===== src/rtl/alu_result_writeback.sv =====
// In-order FIFO between ALU result completion and the register-file write port.
// One-cycle minimum latency, no bypass; in_ready drops at full even if the head is popping that cycle.
module alu_result_writeback #(
  parameter int DATA_W = 8,
  parameter int ADDR_W = 3,
  parameter int DEPTH  = 4
) (
  input  logic              clk,
  input  logic              rst_n,
  input  logic              flush,
  input  logic              in_valid,
  output logic              in_ready,
  input  logic [DATA_W-1:0] result_in,
  input  logic [ADDR_W-1:0] dest_in,
  output logic              out_valid,
  input  logic              out_ready,
  output logic [DATA_W-1:0] wr_data,
  output logic [ADDR_W-1:0] wr_addr,
  output logic              zero_out,
  output logic [ADDR_W:0]   count
);

  localparam int PTR_W = (DEPTH > 1) ? $clog2(DEPTH) : 1;
  localparam int CNT_W = ADDR_W + 1;
  localparam logic [CNT_W-1:0] FULL_CNT = CNT_W'(DEPTH);

  typedef struct packed {
    logic [ADDR_W-1:0] dest;
    logic [DATA_W-1:0] data;
  } entry_t;

  entry_t            storage [DEPTH];
  logic [PTR_W-1:0]  wr_ptr;
  logic [PTR_W-1:0]  rd_ptr;
  logic [CNT_W-1:0]  cnt;
  logic              push;
  logic              pop;

  // Ready/valid come from the registered count only, so there is no combinational in->out path.
  assign in_ready  = (cnt != FULL_CNT);
  assign out_valid = (cnt != '0);
  assign push      = in_valid && in_ready;
  assign pop       = out_valid && out_ready;

  assign wr_data   = storage[rd_ptr].data;
  assign wr_addr   = storage[rd_ptr].dest;
  assign zero_out  = out_valid && (wr_data == '0);
  assign count     = cnt;

  always_ff @(posedge clk or negedge rst_n) begin
    if (!rst_n) begin
      wr_ptr <= '0;
      rd_ptr <= '0;
      cnt    <= '0;
      for (int i = 0; i < DEPTH; i++) begin
        storage[i] <= '0;
      end
    end else if (flush) begin
      wr_ptr <= '0;
      rd_ptr <= '0;
      cnt    <= '0;
    end else begin
      if (push) begin
        storage[wr_ptr] <= '{dest: dest_in, data: result_in};
        wr_ptr          <= wr_ptr + PTR_W'(1);
      end
      if (pop) begin
        rd_ptr <= rd_ptr + PTR_W'(1);
      end
      case ({push, pop})
        2'b10:   cnt <= cnt + CNT_W'(1);
        2'b01:   cnt <= cnt - CNT_W'(1);
        default: cnt <= cnt;
      endcase
    end
  end

endmodule


===== config.mk =====
export PLATFORM = sky130hd
export DESIGN_NAME = alu_result_writeback
export DESIGN_NICKNAME = d
export VERILOG_FILES = /design/src/rtl/alu_result_writeback.sv
export SDC_FILE = /design/constraint.sdc
export NUM_CORES = 1
export LEC_CHECK = 0
export CAP_MARGIN = 25
export CORE_ASPECT_RATIO = 0.9
export CORE_MARGIN = 8
export CORE_UTILIZATION = 49
export DETAILED_ROUTE_END_ITERATION = 10
export HOLD_SLACK_MARGIN = 0.06
export PLACE_DENSITY_LB_ADDON = 0.15
export REMOVE_ABC_BUFFERS = 1
export SLEW_MARGIN = 20
export SYNTH_ARGS = -nofsm -noshare
export SYNTH_HDL_FRONTEND = slang
export SYNTH_SLANG_ARGS = --single-unit

===== constraint.sdc =====
create_clock -name clk -period 2.6 [get_ports clk]
set_clock_uncertainty 0.2 [all_clocks]
set_input_delay 0.52 -clock clk [delete_from_list [all_inputs] [get_ports clk]]
set_output_delay 0.52 -clock clk [all_outputs]
set_load 0.05 [all_outputs]

### Yosys cells after proc, flatten, opt, wreduce, memory -nomap -nowiden

Cells that the tools add are included.

* register bits after elaboration: 52
* input port bits: 16
* output and inout bits: 18
* logic and storage cells: 46

* add/sub/neg operators: 4
* order comparisons: 3
* eq/ne operators: 3
* mux-type cells: 12
* bitwise logic cells: 3
* reduce and logical (&&, ||, !) cells: 10

Operator list (count)
* 44-bit bitwise mux: 1
* 11-bit 2-to-1 mux: 3
* 11-bit binary-select mux with 2-bit select: 1
* 11-bit demux with 2-bit select: 1
* 8-bit zero test: 1
* 2-bit 2-to-1 mux: 4
* 4-bit case mux with 2 select lines: 1
* 3-bit >= comparator (second input constant): 2
* 2-bit NOT with 3-bit output: 2
* 2-bit by 1-bit adder with 2-bit output (second input constant): 2
* 4-bit by 1-bit adder with 4-bit output (second input constant): 1
* 1-bit logical AND: 4
* 4-bit 2-to-1 mux: 1
* 4-bit by 3-bit inequality test with 1-bit output (second input constant): 1
* 2-bit nonzero test: 2
* 4-bit nonzero test: 1
* 4-bit by 1-bit subtractor with 4-bit output (second input constant): 1
* 3-bit by 1-bit less-than comparator with 1-bit output (second input constant): 1
* 3-bit nonzero test: 1
* 2-bit by 1-bit equality test with 1-bit output (second input constant): 1
* 2-bit equality test (second input constant): 1
* 2-bit AND reduction: 1
* 1-bit NOT: 1

### Depth between registers and ports, before layout

Gate-level depths: netlist (run 1).

* word-level depth: 6
* gate-level depth with buffers: 9
* mapped depth without buffers: 7

### Worst setup path before layout (run 1)

Ideal clock, no wire load.

* path kind: register to output
* from: register rd_ptr[0]
* to: output zero_out
* arrival: 3.211 ns
* required time: 1.880 ns
* path slack: -1.331 ns
* stages on the path, launching flop included: 5
* path buffers: 1
* cells stage by stage: dfrtp_1 > buf_2 > mux4_2 > nor4_1 > nor4bb_1

* cells in the longest elaborated chain, start to end: 6

Ends and longest elaborated chain
* start, declared: RTL line 34 `logic [PTR_W-1:0] rd_ptr;`
* start signal, assigned: RTL line 68 `rd_ptr <= rd_ptr + PTR_W'(1);`
* 2-bit NOT with 3-bit output (implied by the code): RTL line 45 `assign wr_data = storage[rd_ptr].data;`
* 11-bit binary-select mux with 2-bit select: RTL line 45
* 11-bit 2-to-1 mux (2 in a row)
* named net wr_data[5]: RTL line 17 `output logic [DATA_W-1:0] wr_data,`
* 8-bit zero test: RTL line 47 `assign zero_out = out_valid && (wr_data == '0);`
* 1-bit logical AND: RTL line 47
* end, declared: RTL line 19 `output logic zero_out,`

The timed path passes the listed nets, and every way through them passes these cells. The select of a mux whose other input is x is not followed.

### Final worst setup path (run 1)

* from: register rd_ptr[0]
* to: output zero_out

* cells in the longest elaborated chain, start to end: 6

Ends and longest elaborated chain (RTL line)
* 2-bit NOT with 3-bit output (implied by the code): 45
* 11-bit binary-select mux with 2-bit select: 45
* 11-bit 2-to-1 mux (2 in a row)
* 8-bit zero test: 47
* 1-bit logical AND: 47

No other way between the ends. The select of a mux whose other input is x is not followed.

==> results of run 1 <==
-- synth_stat cells (all sizes together) --
| cell type | count | share of area, % |
|---|---|---|
| o221ai | 1 | 0.35 |
| or4 | 2 | 0.60 |
| xor2 | 2 | 0.69 |
| o221a | 1 | 0.45 |
| o31ai | 1 | 0.30 |
| nor4 | 1 | 0.25 |
| and3b | 3 | 1.0 |
| nand2b | 1 | 0.25 |
| ha | 6 | 3.0 |
| nor3 | 1 | 0.20 |
| nor4bb | 1 | 0.40 |
| and2 | 1 | 0.35 |
| clkbuf | 1 | 0.15 |
| mux2 | 45 | 20 |
| or4b | 1 | 0.40 |
| inv | 3 | 0.45 |
| nand3 | 1 | 0.20 |
| a21oi | 4 | 0.79 |
| or3 | 1 | 0.25 |
| nand3b | 1 | 0.30 |
| nand2 | 10 | 1.5 |
| buf | 10 | 2.4 |
| a31oi | 1 | 0.25 |
| and4 | 1 | 0.35 |
| mux4 | 11 | 9.8 |
| o21ai | 2 | 0.40 |
| o311ai | 1 | 0.35 |
| nor4b | 1 | 0.35 |
| dfrtp | 52 | 52 |
| xnor2 | 3 | 1.0 |
| nor2 | 6 | 0.89 |
| o41a | 1 | 0.45 |
-- cells by family after synthesis --
group	Yosys count	share of synthesized area [%]
buffers and inverters	14	3.03
adders and majority gates	6	2.98
and+or+nand+nor	32	7.29
AOI/OAI and AO/OA	12	3.32
DFF	52	51.6
muxes	56	30.1
xor gates and xnor gates	5	1.74
-- report_power, final --
group / switching (mW) / internal (mW) / leakage (nW)
clock: 0.256 / 0.481 / 0.0784
sequential: 0.182 / 1.16 / 0.658
combinational: 1.15 / 0.969 / 0.792
-- worst reg2reg max path, cell delays in order, from the launching register on --
cell      delay [ps]
dfrtp_1          410
o41a_1           440
buf_4            140
buf_4            120
buf_4            140
o221ai_1         330
nor4b_1          110
or4_4            530
-- cell type report --
class | instances | share of cell area [%]
repair buffers | 72 | 18.3
multi-input cells | 111 | 35.5
flip-flops and latches | 52 | 38.7
well taps | 65 | 2.42
clock inverters | 3 | 2.68
inverters | 3 | 0.335
clock buffers | 5 | 2.05
-- per-layer routing --
layer  vias to the layer above  routed length (um)  GRT usage, %
met5                         -                   0             0
met4                         0                  86          4.46
met3                         9                 281          3.69
met2                        45                2880          26.0
met1                       857                2360          18.7
li1                        782                   -             -
-- worst paths after layout --
kind	start	to	slack (ps)	depth (start not counted)
worst max-delay path	rd_ptr[0]	zero_out	-430	6
worst min-delay path	storage[11]	storage[11]	290	1
worst max register to register	count[3]	count[3]	60	7
worst min register to register	storage[11]	storage[11]	290	1
max in group asynchronous	rst_n	storage[23]	1110	3
min in group asynchronous	rst_n	storage[31]	540	2
-- flip-flops by register name, indices dropped and copies added, names as in the netlist --
| name | cells |
|---|---|
| storage | 44 |
| wr_ptr | 2 |
| rd_ptr | 2 |
| count | 4 |
-- per-stage QoR --
| step | instances | setup TNS, ps |
|---|---|---|
| finish | 311 | -435 |
| global route | 311 | -625 |
| CTS | 309 | -448 |
| detailed placement | 299 | -453 |
| global placement | 299 | -434 |
| floorplan | 166 | -10470 |
-- timing repair --
item | in CTS | in global routing
resized for setup | 4 | 4
endpoints found under the setup margin | 2 | 2
cloned | 0 | 0
hold buffers | 1 | 0
endpoints found under the hold margin | 24 | 0
pin swaps | 5 | 5
setup buffers | 1 | 2
==> flow_metrics.env, run 1 <==
export IMPL_period_minus_slack_ps=3030
export IMPL_antenna_cells=0
export IMPL_vias_per_cell=5.44
export IMPL_core_sq_um=4890
export IMPL_final_max_slew_violation_count=0
export IMPL_insertion_delay_ps=300
export IMPL_track_usage_pct=15.3
export IMPL_drtAntennaViolNets=0
export IMPL_layout_commonest_cell="dfrtp_1"
export IMPL_drt_pass1_iterations=4
export IMPL_max_freq_mhz=329
export IMPL_cpMostUsedCell="buf_4"
export IMPL_endpoint_kind="output port"
export IMPL_place_worst_setup_slack_ps=-326
export IMPL_synth_area_sq_um=2520
export IMPL_rsz0062_at_grt="true"
export IMPL_setup_viol=1
export IMPL_grt_pass1_vias=1889
export IMPL_ys_ff_latch=52
export IMPL_final_cell_area_sq_um=3360
export IMPL_cp_arrival_ps=2310
export IMPL_clock_sinks=52
export IMPL_post_route_util_pct=68.7
export IMPL_final_hold_viol_count=0
export IMPL_grt_overflow=0
export IMPL_grt_antenna_before_repair=0
export IMPL_multi_input_area_sq_um=1190
export IMPL_maxCapViolCount=0
export IMPL_slew_headroom_pct=61.2
export IMPL_vias=1693
export IMPL_die_w_um=91.6
export IMPL_peakVddDrop_mv=0.899
export IMPL_cp_slowest_cell="mux4_2"
export IMPL_synth_avg_cell_area_sq_um=14.3
export IMPL_fin_crit_sh_pct=117
export IMPL_post_drt_wl_per_cell_um=18.0
export IMPL_numCtsBuffers=5
export IMPL_drive_gt1_share_pct=32.9
export IMPL_synth_cells=177
export IMPL_ys_warn_count=0
export IMPL_rows=24
export IMPL_final_nets=267
export IMPL_areaGrowthSynthToFinish_pct=33.2
export IMPL_critPathBufInv=3
export IMPL_gp_congestion=0.768
export IMPL_portBuffers=33
export IMPL_drc=0
export IMPL_clock_root_buffer="clkbuf_8"
export IMPL_hp_class="flop to flop"
export IMPL_cp_start_kind="flop"
export IMPL_crit_chain="buf_4, mux4_2, or3_4, nor4bb_2, buf_4, buf_12"
export IMPL_cts_tree="built"
export IMPL_worstMarginPinSlew_ps=582
export IMPL_fin_ws_ps=-435
export IMPL_die_height_um=84.1
export IMPL_n_fill_cell=354
export IMPL_wirelength_um=5610
export IMPL_path_max_fanout=4
export IMPL_initial_core_util_pct=51.5
export IMPL_drt_iter0_drc=63
export IMPL_worstSetupPathType="flop to output port"
export IMPL_violations="negative setup slack"
export IMPL_status="finished, violations left"
export IMPL_clk_transition_reported_paths_ps=90
export IMPL_timing_hold_ws_ps=293
export IMPL_grt_max_degree=29
export IMPL_layout_common_cells="dfrtp_1, buf_4, mux2_1, clkdlybuf4s50_1, mux4_2"
export IMPL_htreeDepth=2
export IMPL_dp_hpwl_um=4260
export IMPL_io_pins=34
export IMPL_dieArea_sq_um=7700
export IMPL_synth_cell_types=35
export IMPL_power_mw=4.20
export IMPL_yosysSeqAreaShare_pct=51.6
export IMPL_critPathTopFamily="simple AND/OR/NAND/NOR gates"
export IMPL_place_area_sq_um=3120
export IMPL_clockBufferDepth=2
export IMPL_required_ps=1880
export IMPL_powerDensity_nw_per_um2=1250
export IMPL_max_stage_delay_ps=530
export IMPL_seqCellArea_sq_um=1300
export IMPL_grt_pass1_wl_um=9450
export IMPL_power_leakage_nw=1.53
(Power assumes the default switching activity.)
==> inputs of run 2 (changes only) <==
--- a/config.mk
+++ b/config.mk
@@ -6,7 +6,6 @@
 export NUM_CORES = 1
 export LEC_CHECK = 0
 export CAP_MARGIN = 25
-export CORE_ASPECT_RATIO = 0.9
 export CORE_MARGIN = 8
 export CORE_UTILIZATION = 49
 export DETAILED_ROUTE_END_ITERATION = 10
@@ -17,3 +16,4 @@
 export SYNTH_ARGS = -nofsm -noshare
 export SYNTH_HDL_FRONTEND = slang
 export SYNTH_SLANG_ARGS = --single-unit
+export TNS_END_PERCENT = 50
==> run 2 against run 1 <==
  * The run still ends with negative setup slack left
  * Core utilization shrank 3.1 points
  * Global-route usage up 0.48 points
  * Sequential share of layout area increased by 0.62 points
  * Worst hold slack lost 1.9 ps
  * Combinational power is essentially flat
  * Power is 4.2% lower
  * Wire length increased by 0.16%
  * Critical path type unchanged
==> flow_metrics.env, run 2 (same netlist as run 1, synthesis figures left out) <==
export IMPL_max_freq_mhz=325
export IMPL_core_sq_um=5040
export IMPL_power_switching_mw=1.58
export IMPL_layout_cells_non_filler=314
export IMPL_place_area_sq_um=3110
export IMPL_slew_headroom_pct=57.1
export IMPL_fin_ws_ps=-478
export IMPL_antenna_cells=0
export IMPL_drt_iter0_drc=51
export IMPL_endpoint_kind="output port"
export IMPL_peakVddDrop_mv=0.796
export IMPL_layout_common_cells="dfrtp_1, buf_4, mux2_1, clkdlybuf4s50_1, mux4_2"
export IMPL_portBuffers=33
export IMPL_final_max_slew_violation_count=0
export IMPL_track_usage_pct=15.8
export IMPL_grt_max_degree=28
export IMPL_rrSetupSlack_ps=-50
export IMPL_fin_crit_sh_pct=118
export IMPL_r2r_start="count[2]"
export IMPL_worstMarginPinSlew_ps=643
export IMPL_powerDensity_nw_per_um2=1220
export IMPL_io_pins=34
export IMPL_clock_root_buffer="clkbuf_8"
export IMPL_final_nets=265
export IMPL_regMostFlops="storage"
export IMPL_power_leakage_nw=1.51
export IMPL_grt_pass1_vias=1868
export IMPL_switching_share_pct=39.3
export IMPL_grt_antenna_before_repair=0
export IMPL_hp_start="storage[15]"
export IMPL_n_fill_cell=380
export IMPL_drt_pass1_iterations=4
export IMPL_grt_overflow=0
export IMPL_wirelength_um=5610
export IMPL_clk_transition_reported_paths_ps=90
export IMPL_gp_congestion=0.852
export IMPL_final_cell_area_sq_um=3310
export IMPL_hp_class="flop to flop"
export IMPL_required_ps=1880
export IMPL_status="finished, violations left"
export IMPL_clkPwrFrac_pct=14.3
export IMPL_seqCellArea_sq_um=1300
export IMPL_clock_sinks=52
export IMPL_vias_per_cell=5.40
export IMPL_post_drt_wl_per_cell_um=17.9
export IMPL_p_seq_share_pct=33.1
export IMPL_setup_viol=2
export IMPL_areaGrowthSynthToFinish_pct=31.2
export IMPL_drtAntennaViolNets=0
export IMPL_cp_startpoint="rd_ptr[0]"
export IMPL_path_max_fanout=5
export IMPL_dp_hpwl_um=4180
export IMPL_grt_pass1_wl_um=9330
export IMPL_largest_reg_flops=44
export IMPL_cp_start_kind="flop"
export IMPL_numCtsBuffers=5
export IMPL_rsz0062_at_grt="true"
export IMPL_die_height_um=87.8
export IMPL_insertion_delay_ps=300
export IMPL_period_minus_slack_ps=3080
export IMPL_clockBufferDepth=2
export IMPL_combPwrFrac_pct=52.6
export IMPL_layout_commonest_cell="dfrtp_1"
export IMPL_dieArea_sq_um=7700
export IMPL_final_hold_viol_count=0
export IMPL_maxCapViolCount=0
export IMPL_dp_cells=302
export IMPL_multi_input_area_sq_um=1180
export IMPL_initial_core_util_pct=50.0
export IMPL_cts_tree="built"
export IMPL_violations="negative setup slack"
export IMPL_drc=0
export IMPL_worstSetupPathType="flop to output port"
export IMPL_rows=26
export IMPL_drive_gt1_share_pct=31.6
export IMPL_die_w_um=87.8
export IMPL_vias=1695
export IMPL_cp_arrival_ps=2360
export IMPL_power_internal_mw=2.44
export IMPL_htreeDepth=2
run 2: cell types whose count changed in the layout (fill, tap and decap cells not counted):
cell,change
clkbuf_8,+1
clkinv_4,+1
bufinv_16,-2
a31oi_1,+1
nor4bb_4,+1
a31oi_4,-1
nor4bb_2,-1
buf_6,+1
or4_1,+1
or4_4,-1
buf_4,-3
run 2: worst max-delay path, cell delays in order (launching register included):
cell      delay [ps]
dfrtp_1          400
buf_6            150
mux4_2           520
or3_4            420
nor4bb_4         280
buf_4            160
buf_12           120
run 2: power groups by stage:
stage	clock network, mW	logic, mW	registers (mW)
2_1_floorplan	0	1.21	1.40
3_3_place_gp	0	1.97	1.31
3_5_place_dp	0	2.02	1.35
4_1_cts	0.594	2.06	1.33
5_1_grt	0.623	2.26	1.38
6_report	0.574	2.12	1.33
run 2: stage by stage:
| step | setup TNS (ps) | util (%) | hold slack [ps] | setup WS, ps | power, mW |
|---|---|---|---|---|---|
| floorplan | -10470 | - | 24.4 | -1540 | 2.61 |
| global placement | -369 | 61.6 | 268 | -254 | 3.28 |
| detailed placement | -517 | 61.6 | 275 | -368 | 3.37 |
| CTS | -504 | 64.7 | 297 | -451 | 3.98 |
| global route | -658 | 65.6 | 306 | -570 | 4.26 |
| finish | -528 | 65.6 | 291 | -478 | 4.02 |
run 2: worst paths after layout:
kind                               endpoint  cells past startpoint
worst max register to register     count[3]                      7
worst min register to register  storage[15]                      1
max in group asynchronous         rd_ptr[0]                      3
worst max-delay path               zero_out                      6
min in group asynchronous          count[2]                      2
worst min-delay path            storage[15]                      1
run 2: repair_timing:
action | in CTS | in global routing
gates resized for setup | 2 | 5
setup buffers | 1 | 2
pin swaps | 1 | 2
hold buffers | 1 | 0
hold endpoints to repair | 26 | 0
endpoints found under the setup margin | 2 | 3
run 2: layout make-up:
| class | instances | share of cell area, % |
|---|---|---|
| repair buffers | 70 | 18.2 |
| flip-flops and latches | 52 | 39.3 |
| well taps | 70 | 2.65 |
| clock buffers | 6 | 2.50 |
| clock inverters | 2 | 1.17 |
| multi-input cells | 111 | 35.8 |
| inverters | 3 | 0.340 |
run 2: layer usage:
metal  GRT usage [%]  vias up  share of wire [%]
met5               0        -                  0
met1            18.5      861                 41
met3            4.60       10                5.6
met4            5.00        0                1.7
met2            27.2       41                 52
li1                -      783                  -
==> RTL change 1, RTL diff (flow settings as in run 2) <==
Reset style: synchronous (`rst_n`), changed in one clocked block.
--- a/src/rtl/alu_result_writeback.sv
+++ b/src/rtl/alu_result_writeback.sv
@@ -49,3 +49,3 @@
 
-  always_ff @(posedge clk or negedge rst_n) begin
+  always_ff @(posedge clk) begin
     if (!rst_n) begin
Function: differs if rst_n is asserted again (counterexample within 4 cycles, from zero or initial values and one cycle with rst_n low); with rst_n held inactive, the same outputs for 4 cycles.
==> RTL change 1 against run 2 <==
- the flow still finishes with violations (negative setup slack)
- die area is 0.94% lower
- setup slack better by 0.20 ns
- maximum frequency increased by 6.8%
- register-to-register slack improved by 0.13 ns
- area after synthesis fell by 1.1%
- final area fell by 2.7%
- non-clock buffer count is 5 lower
- wire length decreased by 6.8%
- sequential cell count rose by 2
- largest cell class unchanged
- highest routed layer unchanged
Power is not compared: it rests on default switching activity, and its combinational part moved more than twofold at a synthesized area within 25%.
==> RTL change 1: results (changes against run 2) <==
| Metric | Value |
|---|---|
| Cell Area, Synth | `2490 µm² (-1.1%)` |
| Worst R2R Path Depth | `10 (+3)` |
| Worst path arrival time | `2.16 ns (-0.20 ns)` |
| Hold Path Sink | `count[2]$_SDFFE_PP0P_` |
| Status | `complete, but fails checks` |
| Dpl cell area | `3080 µm² (-0.97%)` |
| Critical Path Fanout Max | `4 (-1)` |
| Multi-In Gates | `108 (-2.7%)` |
| Sequential share of the synthesized area | `61.0% (+9.4 points)` |
| Post-route cell area | `3220 µm² (-2.7%)` |
| DR vias | `1553 (-8.4%)` |
| Top cells by count, synth | `45 x and2_1, 44 x edfxtp_1, 10 x dfxtp_1, 9 x mux4_1` |
| First-pass GRT wire length | `8390 µm (-10%)` |
| Fillers | `399 (+5.0%)` |
| Hold Path Stages | `2 (+1)` |
| Post-synth EDFFs | `44 (+44)` |
| Gpl congestion | `0.709 (-17%)` |
| Storage element area | `1530 µm² (+17%)` |
| Clkbuf count | `8 (+2)` |
| Ranking of synthesized cells by area | `edfxtp_1 53%, and2_1 11%, mux4_1 9.5%, dfxtp_1 8.0%, xor2_1 2.1%` |
| Post-synth cell types | `30 (-14%)` |
| Pin count of the biggest net entering global routing | `16 (-43%)` |
| Violated checks | `negative setup slack` |
| Reg2reg setup slack | `0.08 ns (+0.13 ns)` |
| CTS Buffer Depth | `2 (unchanged)` |
| Post-route worst setup slack | `-0.282 ns (+0.196 ns)` |
| Final setup viols | `1 (-1)` |
| Worst reg2reg startpoint | `count[0]$_SDFFE_PP0P_` |
| Sum Neg Setup Slack | `-0.282 ns (+0.246 ns)` |
| Sink Count | `54 (+3.8%)` |
| Initial DRC Count | `101 (+98%)` |
| Mean Syn Cell Area | `14.7 µm² (+2.9%)` |
| RR Endpoint | `count[2]$_SDFFE_PP0P_` |
| Drt wl/cell | `17.1 µm (-4.3%)` |
| DR vias/cell | `5.08 (-6.0%)` |
| FFs w/ async S/R, synth | `0% (-100 points)` |
| Post-DP HPWL | `3920 µm (-6.2%)` |
| Vias in the first global route | `1730 (-7.4%)` |
| Inverters | `1 (-2)` |
| Tightest Pin Transition | `0.501 ns (-0.142 ns)` |
| Inst Count DP | `297 (-1.7%)` |
| Hold slack final | `0.338 ns (+0.0472 ns)` |
| Synth Flop Type | `edfxtp_1` |
| Layout cells sized above 1 | `28.4% (-3.2 points)` |
| Hold path startpoint | `count[2]$_SDFFE_PP0P_` |
| Nets | `254 (-4.2%)` |
| Non-clk bufs | `65 (-7.1%)` |
| Signal buffers share of area | `17.1% (-1.1 points)` |
| ClkCell Share | `2.49% (-1.2 points)` |
| Pre-CTS setup slack | `-0.135 ns (+0.232 ns)` |
-- RTL change 1: metal layers --
| metal | wire [µm] | track usage (%) |
|---|---|---|
| met5 | 0 | 0 |
| met4 | 85 | 5.47 |
| met3 | 247 | 3.96 |
| met2 | 2830 | 27.4 |
| met1 | 2080 | 14.8 |
-- RTL change 1: kinds of logic (layout without fill, tap and decap cells) --
group                      count (synthesis)  after routing  share of synthesized area, %
AOI/OAI and AO/OA                          7              7                          1.61
xor gates and xnor gates                   7              7                          2.46
adders and majority gates                  3              3                          1.51
buffers and inverters                      8             74                          1.91
DFF                                       54             54                          61.0
muxes                                     13             13                          12.1
and+or+nand+nor                           78             78                          19.4
-- RTL change 1: report_power, final --
group	switching [mW]	internal (mW)	total (mW)
Clock	0.249	0.192	0.441
Combinational	0.152	0.118	0.270
Sequential	0.0129	0.968	0.981
Total	0.414	1.28	1.69
-- RTL change 1: worst max-delay path by stage --
stage | startpoint | endpoint | slack (ns) | depth (start not counted)
after floorplan | flip-flop | zero_out | -0.93 | 4
after global placement | flip-flop | zero_out | -0.05 | 5
after detailed placement | out_ready | count[2]$_SDFFE_PP0P_ | -0.14 | 9
after CTS | flip-flop | zero_out | -0.32 | 5
after global routing | flip-flop | zero_out | -0.38 | 6
final | flip-flop | zero_out | -0.28 | 6
-- RTL change 1: what timing repair did --
item | in CTS | in global routing
pin swaps | 0 | 3
endpoints found under the setup margin | 3 | 4
buffers inserted | 0 | 1
gates resized for setup | 3 | 14
endpoints found under the hold margin | 0 | 0
-- RTL change 1: worst min-delay path, delay by kind of cell (launching register included) --
| kind | cells | cell delay [ns] |
|---|---|---|
| AO/OA/AOI/OAI | 2 | 0.14 |
| flip-flops | 1 | 0.37 |
==> RTL change 2, RTL diff (config.mk and constraints of run 2) <==
Made on the original files. `DATA_W`: 8 -> 10.
--- a/src/rtl/alu_result_writeback.sv
+++ b/src/rtl/alu_result_writeback.sv
@@ -3,3 +3,3 @@
 module alu_result_writeback #(
-  parameter int DATA_W = 8,
+  parameter int DATA_W = 10,
   parameter int ADDR_W = 3,
Interface: changed (resized result_in and wr_data); port bits go from 34 to 38. No check against the original RTL was run, so the function may have changed too.
==> RTL change 2 against run 2 <==
- the run still ends with negative setup slack left
- sequential cell count up 8
- setup slack got worse by 0.013 ns
- wire length increased by 16%
- sequential power rose by 22%
- count of clock-buffer cells in the layout up 6
- total power rose by 37%
- area after synthesis grew 23%
- final area grew 19%
- critical path type unchanged
- largest power group unchanged
==> RTL change 2: results (changes against run 2) <==
| Metric | Value |
|---|---|
| Number of flip-flops in the largest register | `52 (+18%)` |
| Synth Area in Compound Gates | `2.46% (-0.86 points)` |
| Pre-CTS setup slack | `-0.275 ns (+0.0922 ns)` |
| Ranking of synthesized cells by area | `dfrtp_1 48%, mux2_4 19%, mux4_2 9.5%, mux2_2 4.4%, buf_12 2.6%` |
| Status | `complete, but fails checks` |
| VDD IR max | `968 µV (+22%)` |
| DR vias | `1840 (+8.6%)` |
| Sum Neg Setup Slack | `-0.491 ns (+0.0369 ns)` |
| Adder-cell share of the synthesized area | `2.42% (-0.55 points)` |
| Post-synth cell types | `33 (-5.7%)` |
| Post-DP HPWL | `4660 µm (+11%)` |
| Hold path startpoint | `storage[25]$_DFFE_PN0P_` |
| Layout cells sized above 1 | `56.7% (+25 points)` |
| Cells after Synth | `188 (+6.2%)` |
| Multi-input combinational area share | `37.9% (+2.2 points)` |
| Top cells by count, synth | `60 x dfrtp_1, 40 x mux2_4, 13 x mux4_2, 12 x mux2_2` |
| Gpl congestion | `0.780 (-8.5%)` |
| Comb power frac | `53.1% (+0.5 points)` |
| ClkCell Share | `5.97% (+2.3 points)` |
| Violated checks | `negative setup slack` |
| FFs & Latches | `60 (+15%)` |
| First-pass GRT wire length | `10700 µm (+15%)` |
| Post-route worst setup slack | `-0.491 ns (-0.0129 ns)` |
| Initial DRC Count | `55 (+7.8%)` |
| Signal buffers share of area | `15.1% (-3.1 points)` |
| Final setup viols | `1 (-1)` |
| Dpl cell area | `3610 µm² (+16%)` |
| Clkbuf count | `12 (+6)` |
| Synth Area in XOR/XNOR | `1.98% (+0.24 points)` |
| Multi-In Gates | `116 (+4.5%)` |
| Pleak | `1.92 nW (+27%)` |
| Drt wl/cell | `19.1 µm (+7.1%)` |
| Worst reg2reg startpoint | `count[1]$_DFFE_PN0P_` |
| Sequential share of the synthesized area | `48.5% (-3.1 points)` |
[RTL change 2: changes by cell type in the layout (fill, tap and decap cells not counted), sizes merged, moves of 3 or more]
cell,before,now
buf,51,47
nor4,1,4
and3b,3,0
dfrtp,52,60
clkbuf,6,12
xor2,2,5
mux2,45,52
[RTL change 2: final timing paths]
kind	end	slack, ns	cells after the start
max in group asynchronous	rd_ptr[1]$_DFFE_PN0P_	0.98	3
worst max register to register	count[3]$_DFFE_PN0P_	0.09	8
worst min register to register	storage[25]$_DFFE_PN0P_	0.30	1
worst min-delay path	storage[25]$_DFFE_PN0P_	0.30	1
worst max-delay path	zero_out	-0.49	7
min in group asynchronous	storage[11]$_DFFE_PN0P_	0.51	2
[RTL change 2: per-layer routing]
layer / global-route usage, % / share of wire (%) / vias up
met5: 0 / 0 / -
met4: 5.89 / 1.8 / 0
met3: 6.14 / 5.1 / 14
met2: 26.4 / 51 / 36
met1: 17.9 / 42 / 966
li1: - / - / 824
